<file path="src/rtl/mux_arb.sv">
// Purpose: CH-way valid/ready multiplexer with round-robin or fixed-select grant into one output register.
// Latency: 1 cycle from input handshake to out/out_valid; one word per cycle while out_ready stays high.
// Backpressure: while the held word is stalled (out_valid && !out_ready) every in_ready is 0.
module mux_arb #(
    parameter int N = 8,
    parameter int CH = 4,
    localparam int SEL_W = $clog2(CH)
) (
    input  logic              clk,
    input  logic              rst,
    input  logic [CH*N-1:0]   in_data,
    input  logic [CH-1:0]     in_valid,
    output logic [CH-1:0]     in_ready,
    input  logic              mode,
    input  logic [SEL_W-1:0]  sel,
    output logic [N-1:0]      out,
    output logic [SEL_W-1:0]  out_ch,
    output logic              out_valid,
    input  logic              out_ready
);

    typedef struct packed {
        logic [N-1:0]     dat;
        logic [SEL_W-1:0] ch;
        logic             vld;
    } out_reg_t;

    out_reg_t         oreg;
    logic [SEL_W-1:0] ptr;

    logic             accept;
    logic             rr_hit;
    logic [SEL_W-1:0] rr_g;
    logic [SEL_W-1:0] rr_idx;
    logic             fx_hit;
    logic             gnt_hit;
    logic [SEL_W-1:0] gnt;
    logic [N-1:0]     gnt_dat;
    logic             xfer;

    assign accept = !oreg.vld || out_ready;

    // Search ptr+1, ptr+2, ... wrapping at CH-1 so the last winner has lowest priority.
    always_comb begin
        rr_hit = 1'b0;
        rr_g   = '0;
        rr_idx = ptr;
        for (int i = 0; i < CH; i++) begin
            rr_idx = (rr_idx == SEL_W'(CH - 1)) ? '0 : rr_idx + 1'b1;
            if (!rr_hit && in_valid[rr_idx]) begin
                rr_hit = 1'b1;
                rr_g   = rr_idx;
            end
        end
    end

    always_comb begin
        fx_hit = 1'b0;
        if (int'(sel) < CH) begin
            fx_hit = in_valid[sel];
        end
    end

    assign gnt     = mode ? sel : rr_g;
    assign gnt_hit = mode ? fx_hit : rr_hit;
    assign gnt_dat = in_data[int'(gnt)*N +: N];

    always_comb begin
        in_ready = '0;
        if (!rst && accept && gnt_hit) begin
            in_ready[gnt] = 1'b1;
        end
    end

    assign xfer = |(in_valid & in_ready);

    always_ff @(posedge clk or posedge rst) begin
        if (rst) begin
            oreg <= '0;
            ptr  <= SEL_W'(CH - 1);
        end else if (xfer) begin
            oreg.dat <= gnt_dat;
            oreg.ch  <= gnt;
            oreg.vld <= 1'b1;
            ptr      <= gnt;
        end else if (oreg.vld && out_ready) begin
            oreg.vld <= 1'b0;
        end
    end

    assign out       = oreg.dat;
    assign out_ch    = oreg.ch;
    assign out_valid = oreg.vld;

endmodule
</file>
<file path="config.mk">
export PLATFORM = sky130hd
export DESIGN_NAME = mux_arb
export DESIGN_NICKNAME = d
export VERILOG_FILES = /design/src/rtl/mux_arb.sv
export SDC_FILE = /design/constraint.sdc
export NUM_CORES = 1
export LEC_CHECK = 0
export ABC_AREA = 1
export CORE_AREA = 3 3 51 65
export CTS_CLUSTER_SIZE = 10
export DETAILED_ROUTE_END_ITERATION = 12
export DIE_AREA = 0 0 54 68
export GPL_TIMING_DRIVEN = 0
export HOLD_SLACK_MARGIN = 0.05
export PLACE_DENSITY = 0.92
export SYNTH_ARGS = -nofsm -noshare
export SYNTH_HDL_FRONTEND = slang
export SYNTH_SLANG_ARGS = --single-unit
</file>
<file path="constraint.sdc">
create_clock -name clk -period 4.3 [get_ports clk]
set_input_delay 0.86 -clock clk [delete_from_list [all_inputs] [get_ports clk]]
set_output_delay 0.86 -clock clk [all_outputs]
set_load 0.005 [all_outputs]
</file>
==> qor.txt, run 1 <==
status = finished, final reports clean
number of H-tree levels = 1
Clock Latency Late Sink = 0.27 ns
first-pass iteration count of the detailed router = 4
Power Density = 660 mW/mm^2
first-pass GRT wire length = 5720 microns
total chip power = 1.21 mW
Final Critical Period = 4.03 ns
layout cells sized above 1 = 0.104
full die area = 0.00367 sq mm
GR Overflow Total = 0
Psw = 608 uW
Clock Skews = 0.00124 ns
Fill cells = 244
top cells by area in the synthesized netlist = nand2_1 36%, dfrtp_1 23%, nand3_1 10%
wire per inst = 11.6 microns
FF+latch count, synth = 13
setup TNS = 0 ns
DRC = 0
io pins = 57
Max VDD drop = 447 uV
clk buf depth = 2
post-synthesis cell area = 0.00120 sq mm
Post-Place Worst Slack = 0.285 ns
initial antenna violation count = 0
Die Span X = 54 microns
Slew Viols, Final = 0
Hold Path Class = flip-flop to flip-flop
Crit. End Element = output pin
DIE HEIGHT = 68 microns
Crit path arrival time = 3.17 ns
Slew headroom = 0.681
Post-CTS Setup Bufs = 0
Lkg Pwr = 0.967 nW
synth warn = 0
fin crit share = 0.937
critical path class = input pin to output pin
initial core utilization = 0.445
Internal Power = 601 uW
CTS buffer count = 3
Buffers on Ports = 56
CTS tree = built
Sequential Power Share = 0.178
switch share = 0.503
final wirelength = 3530 microns
post-detailed-route via-to-cell ratio = 4.94
drt first-iter violations = 41
PnR worst setup slack = 0.271 ns
# rows = 21
vias in the first global route = 1,370
Clk Tree Root Cell = clkbuf_4
Mapped Avg Cell Area = 5.76 sq um
routed vias = 1,496
Layout Nets = 313
DP HPWL = 2890 microns
Post-CTS Hold Fix Bufs = 0
post_cts resized = 0
Hold Fails Final Rpt = 0
clock-pin slew on the worst setup and hold paths = 0.08 ns
Cell variety after synth = 23
Startpoint Class = input pin
fmax = 248 MHz
diode count = 0
post-synth net total = 252
CP max FO = 10
Sink Count = 13
setup violators final = 0
area delta synth->final = 52.3%
worst endpoint required time = 3.44 ns
pin count of the biggest net entering global routing = 14
top cell type's share of synthesized area = 0.362
total of max-cap violations = 0
GRT Total Usage = 0.208
worst-margin pin slew = 0.479 ns
antenna viol nets, final = 0
core area = 0.00271 sq mm
post-synth top area cell = nand2_1
Syn Inst Count = 209
routability cong. = 0.922
sequential area share after synthesis = 0.272
clock share of power = 0.063
combinational group share of total power = 0.759
RSZ-0062 raised after global routing = no
-- worst max-delay path, cell delays in order --
cell and delay (ns):
clkdlybuf4s50_1 0.50, inv_1 0.06, o21ai_0 0.09, nand2_1 0.11, nand2_1 0.09, nand2_2 0.07
nand3_2 0.07, o21ai_0 0.07, o21ai_0 0.25, inv_1 0.10, buf_2 0.20, nor3_1 0.15
clkdlybuf4s50_1 0.53
-- synth_stat cells --
library cell	number
dfrtp_1	11
nor3_1	4
nand2_4	2
clkbuf_1	1
nand4_1	2
nand2_2	7
nand2_1	116
nand3_2	1
buf_6	2
nor2_2	2
inv_2	3
o21ai_1	1
buf_2	4
a211oi_1	1
nor2_1	2
buf_4	1
nor2_4	1
ha_1	1
nand3_1	24
a21oi_1	2
o21ai_0	7
dfstp_2	2
inv_1	12
-- kinds of logic (layout without fill, tap and decap cells) --
logic type                 count (synthesis)  count (layout)  synth area share
adders and majority gates                  1               1            0.0104
AOI/OAI and AO/OA                         11              11            0.0478
and+or+nand+nor                          161             161             0.578
DFF                                       13              13             0.272
buffers and inverters                     23              83            0.0915
-- power groups by stage --
stage | clock, mW | combinational, mW | sequential, mW
global route | 0.0841 | 1.04 | 0.223
CTS | 0.0749 | 0.922 | 0.215
detailed placement | 0 | 0.922 | 0.218
finish | 0.0765 | 0.917 | 0.215
floorplan | 0 | 0.631 | 0.218
global placement | 0 | 0.907 | 0.216
-- flip-flops by register name, summed over array words and instances (netlist names) --
signal,flops
out,8
out_ch,2
out_valid,1
ptr,2
-- layout by cell type (no fill, tap or decap) --
| master | instances |
|---|---|
| nand2_4 | 2 |
| clkbuf_4 | 3 |
| inv_1 | 12 |
| nand3_2 | 1 |
| nor2_4 | 1 |
| buf_4 | 1 |
| ha_1 | 1 |
| nor3_1 | 4 |
| clkbuf_1 | 2 |
| dfrtp_1 | 11 |
| inv_2 | 3 |
| buf_6 | 2 |
| a21oi_1 | 2 |
| dfstp_2 | 2 |
| nand2_1 | 116 |
| buf_2 | 4 |
| nor2_1 | 2 |
| nand2_2 | 7 |
| a211oi_1 | 1 |
| o21ai_0 | 7 |
| clkdlybuf4s50_1 | 56 |
| nand4_1 | 2 |
| nand3_1 | 24 |
| o21ai_1 | 1 |
| nor2_2 | 2 |
-- per-stage QoR --
step	instances	util	hold slack (ns)	cell area (sq um)
floorplan	209	-	0.449	1200
global placement	299	0.668	0.458	1810
detailed placement	299	0.668	0.464	1810
CTS	303	0.677	0.485	1830
global route	303	0.677	0.510	1830
finish	303	0.677	0.479	1830
-- layer usage --
metal | global-route usage | wire, microns | vias up
met2 | 0.380 | 1820 | 51
met5 | 0 | 0 | -
met1 | 0.241 | 1390 | 666
met4 | 0.0436 | 21 | 0
li1 | - | - | 777
met3 | 0.0501 | 300 | 2
-- final timing paths --
| check | start | endpoint | slack (ns) | depth (start not counted) |
|---|---|---|---|---|
| min in group asynchronous | rst | out_ch[0] | 0.92 | 2 |
| max reg2reg | ptr[0] | out[1] | 1.89 | 18 |
| min | out[2] | out[2] | 0.48 | 2 |
| max | in_valid[3] | in_ready[0] | 0.27 | 13 |
| min reg2reg | out[2] | out[2] | 0.48 | 2 |
| max in group asynchronous | rst | ptr[1] | 3.03 | 2 |
-- layout make-up --
class	count	area [sq um]	area share
multi-input cells	173	766	0.418
repair buffers	56	561	0.306
flip-flops and latches	13	328	0.179
inverters	15	56.3	0.0307
plain buffers	8	53.8	0.0294
well taps	34	42.5	0.0232
clock buffers	4	26.3	0.0143
No activity file was read; power rests on OpenSTA's default activity.
==> run 2: changes to the inputs <==
- SETUP_SLACK_MARGIN: not set -> 0.3
==> qor.txt, run 2 (synthesis results as in run 1) <==
antenna viol nets, final = 0 (unchanged)
clock-pin slew on the worst setup and hold paths = 0.08 ns (about the same)
CP Capture Point = in_ready[1]
clk buf depth = 2 (unchanged)
full die area = 0.00367 sq mm (unchanged)
hold_sp = out[2]
fin crit share = 0.841 (-0.0957)
GRT Total Usage = 0.208 (unchanged)
GR Overflow Total = 0 (unchanged)
PnR worst setup slack = 0.683 ns (+0.412 ns)
Slew headroom = 0.682 (+0.00170)
pin count of the biggest net entering global routing = 14 (unchanged)
drt first-iter violations = 51 (+24%)
number of H-tree levels = 1 (unchanged)
status = finished, final reports clean
Clk Tree Root Cell = clkbuf_4
Die Span X = 54 microns (unchanged)
FF-to-FF setup slack = 1.90 ns (about the same)
initial antenna violation count = 0 (unchanged)
wire per inst = 11.7 microns (+0.99%)
Layout Nets = 313 (unchanged)
Critical Path Start = in_valid[3]
fmax = 276 MHz (+11%)
DP HPWL = 2890 microns (unchanged)
DRC = 0 (unchanged)
Lkg Pwr = 1.04 nW (+7.2%)
total of max-cap violations = 0 (unchanged)
commonest cells after routing, fill and taps aside = 116 x nand2_1, 52 x clkdlybuf4s50_1, 24 x nand3_1
Max VDD drop = 419 uV (-6.1%)
final wirelength = 3560 microns (+0.99%)
first-pass iteration count of the detailed router = 5 (+1)
Power Density = 655 mW/mm^2 (-0.71%)
routed vias = 1,498 (+0.13%)
setup TNS = 0 ns (unchanged)
worst-margin pin slew = 0.476 ns (-0.00255 ns)
Clock Skews = 0.000603 ns (-0.000638 ns)
layout cells sized above 1 = 0.104 (unchanged)
commonest non-fill, non-tap cell in the layout = nand2_1
worst endpoint required time = 3.44 ns (about the same)
M1 GR Usage = 0.241 (unchanged)
RSZ-0062 raised after global routing = no
Buffers on Ports = 56 (unchanged)
met3 GRT Util = 0.0501 (unchanged)
Clock Latency Late Sink = 0.28 ns (about the same)
critical path class = input pin to output pin
vias in the first global route = 1,370 (unchanged)
io pins = 57 (unchanged)
Sink Count = 13 (unchanged)
core area = 0.00271 sq mm (unchanged)
Final Critical Period = 3.62 ns (-0.412 ns)
Register-to-Register Path Depth = 18 (unchanged)
gr busiest metal = met2
Post-CTS Hold Fix Bufs = 0 (unchanged)
Post-CTS Setup Bufs = 0 (unchanged)
max reg flops = 8 (unchanged)
R2R Path Start = ptr[0]
Post-Place Worst Slack = 0.285 ns (unchanged)
area delta synth->final = 53.1%
Slew Viols, Final = 0 (unchanged)
initial core utilization = 0.445 (unchanged)
Hold Path Class = flip-flop to flip-flop
setup violators final = 0 (unchanged)
DIE HEIGHT = 68 microns (unchanged)
CTS buffer count = 3 (unchanged)
post-detailed-route via-to-cell ratio = 4.94 (+0.13%)
Crit. End Element = output pin
r2r endpoint = out[3]
CP max FO = 10 (unchanged)
diode count = 0 (unchanged)
CTS tree = built
# rows = 21 (unchanged)
routability cong. = 0.922 (unchanged)
Crit path arrival time = 2.76 ns (-0.41 ns)
met2 Use GR = 0.380 (unchanged)
Startpoint Class = input pin
first-pass GRT wire length = 5720 microns (unchanged)
Hold Fails Final Rpt = 0 (unchanged)
## run 2: changes by cell type in the layout (fill, tap and decap cells not counted)
cell	change
clkdlybuf4s50_1	-4
o21ai_0	-1
dlymetal6s2s_1	+4
o21ai_1	+1
## run 2: what timing repair did
item / CTS / global route
endpoints found under the hold margin: 0 / 0
pin swaps: 0 / 1
setup endpoints to repair: 2 / 4
resized for setup: 1 / 4
## run 2: per-stage QoR
step / instances / power (mW) / hold WS, ns / util / instance area [sq um]
2_1_floorplan: 209 / 0.849 / 0.449 / - / 1200
3_3_place_gp: 299 / 1.12 / 0.458 / 0.668 / 1810
3_5_place_dp: 299 / 1.14 / 0.464 / 0.668 / 1810
4_1_cts: 303 / 1.21 / 0.485 / 0.677 / 1830
5_1_grt: 303 / 1.35 / 0.510 / 0.681 / 1840
6_report: 303 / 1.21 / 0.480 / 0.681 / 1840
## run 2: report_power, final
part           leakage (nW)  internal [mW]  total (mW)  switching (mW)
sequential            0.159          0.182       0.215          0.0325
clock                0.0150         0.0360      0.0771          0.0411
combinational         0.862          0.381       0.915           0.534
total                  1.04          0.599        1.21           0.608
## run 2: worst max-delay path, cell delays in order
cell and delay, ns:
clkdlybuf4s50_1 0.50, inv_1 0.06, o21ai_0 0.09, nand2_1 0.11, inv_1 0.09, nand2_1 0.07
o21ai_1 0.09, nor2_2 0.07, nor2_2 0.12, nand2_4 0.10, nand2_2 0.09, buf_6 0.14
inv_1 0.06, nor3_1 0.15, dlymetal6s2s_1 0.16
## run 2: metal layers
| layer | part of all wire | wire length [microns] | vias to the layer above |
|---|---|---|---|
| met1 | 0.38 | 1360 | 661 |
| met4 | 0.014 | 50 | 0 |
| met2 | 0.51 | 1830 | 55 |
| met3 | 0.088 | 315 | 6 |
| met5 | 0 | 0 | - |
| li1 | - | - | 776 |
## run 2: cell type report
| cell class | count | area, sq um |
|---|---|---|
| Fill cell | 243 | 863 |
| Multi-Input combinational cell | 173 | 766 |
| Timing Repair Buffer | 56 | 571 |
| Buffer | 8 | 53.8 |
| Clock buffer | 4 | 26.3 |
| Tap cell | 34 | 42.5 |
| Inverter | 15 | 56.3 |
| Sequential cell | 13 | 328 |
## run 2: worst min path at each step
stage                  end  slack (ns)  depth (start not counted)
finish              out[2]        0.48                          2
global route        out[2]        0.51                          2
CTS                 out[2]        0.48                          2
detailed placement  out[2]        0.46                          2
global placement    ptr[1]        0.46                          2
floorplan           ptr[1]        0.45                          2
==> run 3: changes to the inputs <==
- CORE_AREA: 3 3 51 65 -> 3 3 56 70
- DIE_AREA: 0 0 54 68 -> 0 0 59 73
- PLACE_DENSITY: 0.92 -> 0.83
- clock period: 4.3 -> 3.12 ns (I/O delays scaled with it)
==> qor.txt, run 3 (synthesis results as in run 1) <==
status = finished, final reports clean
CTS tree = built
critical path class = flip-flop to output pin
DRC = 0 (unchanged)
setup TNS = 0 ns (unchanged)
Post-Place Worst Slack = -0.385 ns (-0.669 ns)
Fill cells = 307 (+26%)
max reg flops = 8 (unchanged)
core area = 0.00328 sq mm (+21%)
R2R Path Start = ptr[0]
first-pass iteration count of the detailed router = 4 (-1)
Max VDD drop = 504 uV (+20%)
Layout Nets = 331 (+5.8%)
post-detailed-route via-to-cell ratio = 5.00 (+1.2%)
first-pass GRT wire length = 6400 microns (+12%)
Hold Path Class = flip-flop to flip-flop
Die Span X = 59 microns (+9.3%)
pin count of the biggest net entering global routing = 14 (unchanged)
clock-pin slew on the worst setup and hold paths = 0.06 ns (-0.02 ns)
FF-to-FF setup slack = 0.66 ns (-1.24 ns)
Crit. End Element = output pin
Slew Viols, Final = 0 (unchanged)
Power Density = 1080 mW/mm^2 (+64%)
Crit path arrival time = 2.30 ns (-0.46 ns)
Sequential Power Share = 0.128 (-0.050)
initial core utilization = 0.367 (-0.0779)
GRT Total Usage = 0.188 (-0.0197)
Psw = 1.12 mW (+85%)
clock share of power = 0.065 (about the same)
Slew headroom = 0.663 (-0.0194)
PnR worst setup slack = 0.193 ns (-0.489 ns)
Lkg Pwr = 1.12 nW (+7.9%)
Buffers on Ports = 56 (unchanged)
Sink Count = 13 (unchanged)
vias in the first global route = 1,556 (+14%)
worst-margin pin slew = 0.505 ns (+0.0291 ns)
commonest cells after routing, fill and taps aside = 101 x nand2_1, 47 x clkdlybuf4s50_1, 23 x nand3_1
GR Overflow Total = 0 (unchanged)
Clock Skews = 0.00620 ns (+0.00560 ns)
Final Critical Period = 2.93 ns
drt first-iter violations = 53 (+3.9%)
combinational group share of total power = 0.808 (+0.050)
Startpoint Class = flip-flop
clk buf depth = 2 (unchanged)
initial antenna violation count = 0 (unchanged)
hold path depth = 2 (unchanged)
DP HPWL = 2880 microns (-0.47%)
DIE HEIGHT = 73 microns (+7.4%)
routability cong. = 0.904 (-2.0%)
RSZ-0062 raised after global routing = yes
Clock Latency Late Sink = 0.25 ns (-0.03 ns)
r2r endpoint = out[7]
area delta synth->final = 79.2%
total of max-cap violations = 0 (unchanged)
Hold Fails Final Rpt = 0 (unchanged)
Post-CTS Hold Fix Bufs = 0 (unchanged)
antenna viol nets, final = 0 (unchanged)
Min Hold Slack = 0.475 ns (-0.00464 ns)
full die area = 0.00431 sq mm (+17%)
Hold Crit Endpoint = out[2]
hold_sp = out[2]
Internal Power = 1.20 mW (+100%)
routed vias = 1,621 (+8.2%)
CTS buffer count = 3 (unchanged)
CP max FO = 6 (-4)
total chip power = 2.32 mW (+92%)
wire per inst = 13.2 microns (+13%)
io pins = 57 (unchanged)
setup violators final = 0 (unchanged)
diode count = 0 (unchanged)
# rows = 23 (+9.5%)
Clk Tree Root Cell = clkbuf_8
fin crit share = 0.938
fmax = 342 MHz
Register-to-Register Path Depth = 19 (+1)
worst endpoint required time = 2.50 ns (-0.94 ns)
layout cells sized above 1 = 0.272 (+0.168)
number of H-tree levels = 1 (unchanged)
final wirelength = 4290 microns (+20%)
commonest non-fill, non-tap cell in the layout = nand2_1
Util after Layout = 0.658 (-0.0235)
switch share = 0.485 (-0.0191)
[run 3: cell types whose count changed in the layout (fill, tap and decap cells not counted), sizes merged]
cell,delta
clkdlybuf4s50,-5
dlygate4sd2,+5
dlymetal6s2s,-4
buf,+22
[run 3: area by class of cell]
class / count / area [sq um] / area share
plain buffers: 8 / 62.6 / 0.0290
clock buffers: 4 / 45.0 / 0.0209
inverters: 15 / 66.3 / 0.0307
multi-input cells: 173 / 927 / 0.430
flip-flops and latches: 13 / 328 / 0.152
well taps: 37 / 46.3 / 0.0215
repair buffers: 74 / 682 / 0.316
[run 3: power groups by stage]
stage,registers (mW),logic [mW],clock network (mW)
global route,0.306,2.05,0.163
finish,0.296,1.87,0.150
global placement,0.299,1.25,0
floorplan,0.301,0.870,0
detailed placement,0.300,1.27,0
CTS,0.297,1.60,0.151
[run 3: how the worst max path moves through the flow]
stage,slack [ns],endpoint,depth (start not counted),start
after floorplan,0.52,in_ready[1],15,ptr[0]
after global placement,-0.37,in_ready[1],15,in_valid[3]
after detailed placement,-0.38,in_ready[1],15,in_valid[3]
after CTS,0.27,in_ready[3],17,ptr[1]
after global routing,0.09,in_ready[1],17,ptr[1]
final,0.19,in_ready[1],13,ptr[0]
[run 3: critical path, cell delays in order, from the launching register on]
cell and delay, ns:
dfstp_2 0.56, ha_4 0.24, nand2_1 0.12, nand2_4 0.07
buf_4 0.14, o21ai_4 0.16, nor2_4 0.06, nor2_4 0.12
nand2_4 0.07, nand2_4 0.06, buf_6 0.14, inv_4 0.04
nor3_2 0.14, buf_2 0.13
[run 3: stage by stage]
stage          cells  area, sq um
2_1_floorplan    209         1200
3_3_place_gp     302         1810
3_5_place_dp     302         1810
4_1_cts          321         2030
5_1_grt          324         2160
6_report         324         2160
[run 3: what timing repair did]
item                       CTS  global route
pin swaps                   19            18
gates resized for setup     44            27
setup buffers               15             3
setup endpoints to repair    4             4
[run 3: routing by layer]
metal  GRT usage  wire (microns)
met1       0.193            1560
met2       0.366            2350
met3      0.0460             301
met4      0.0529              79
met5           0               0
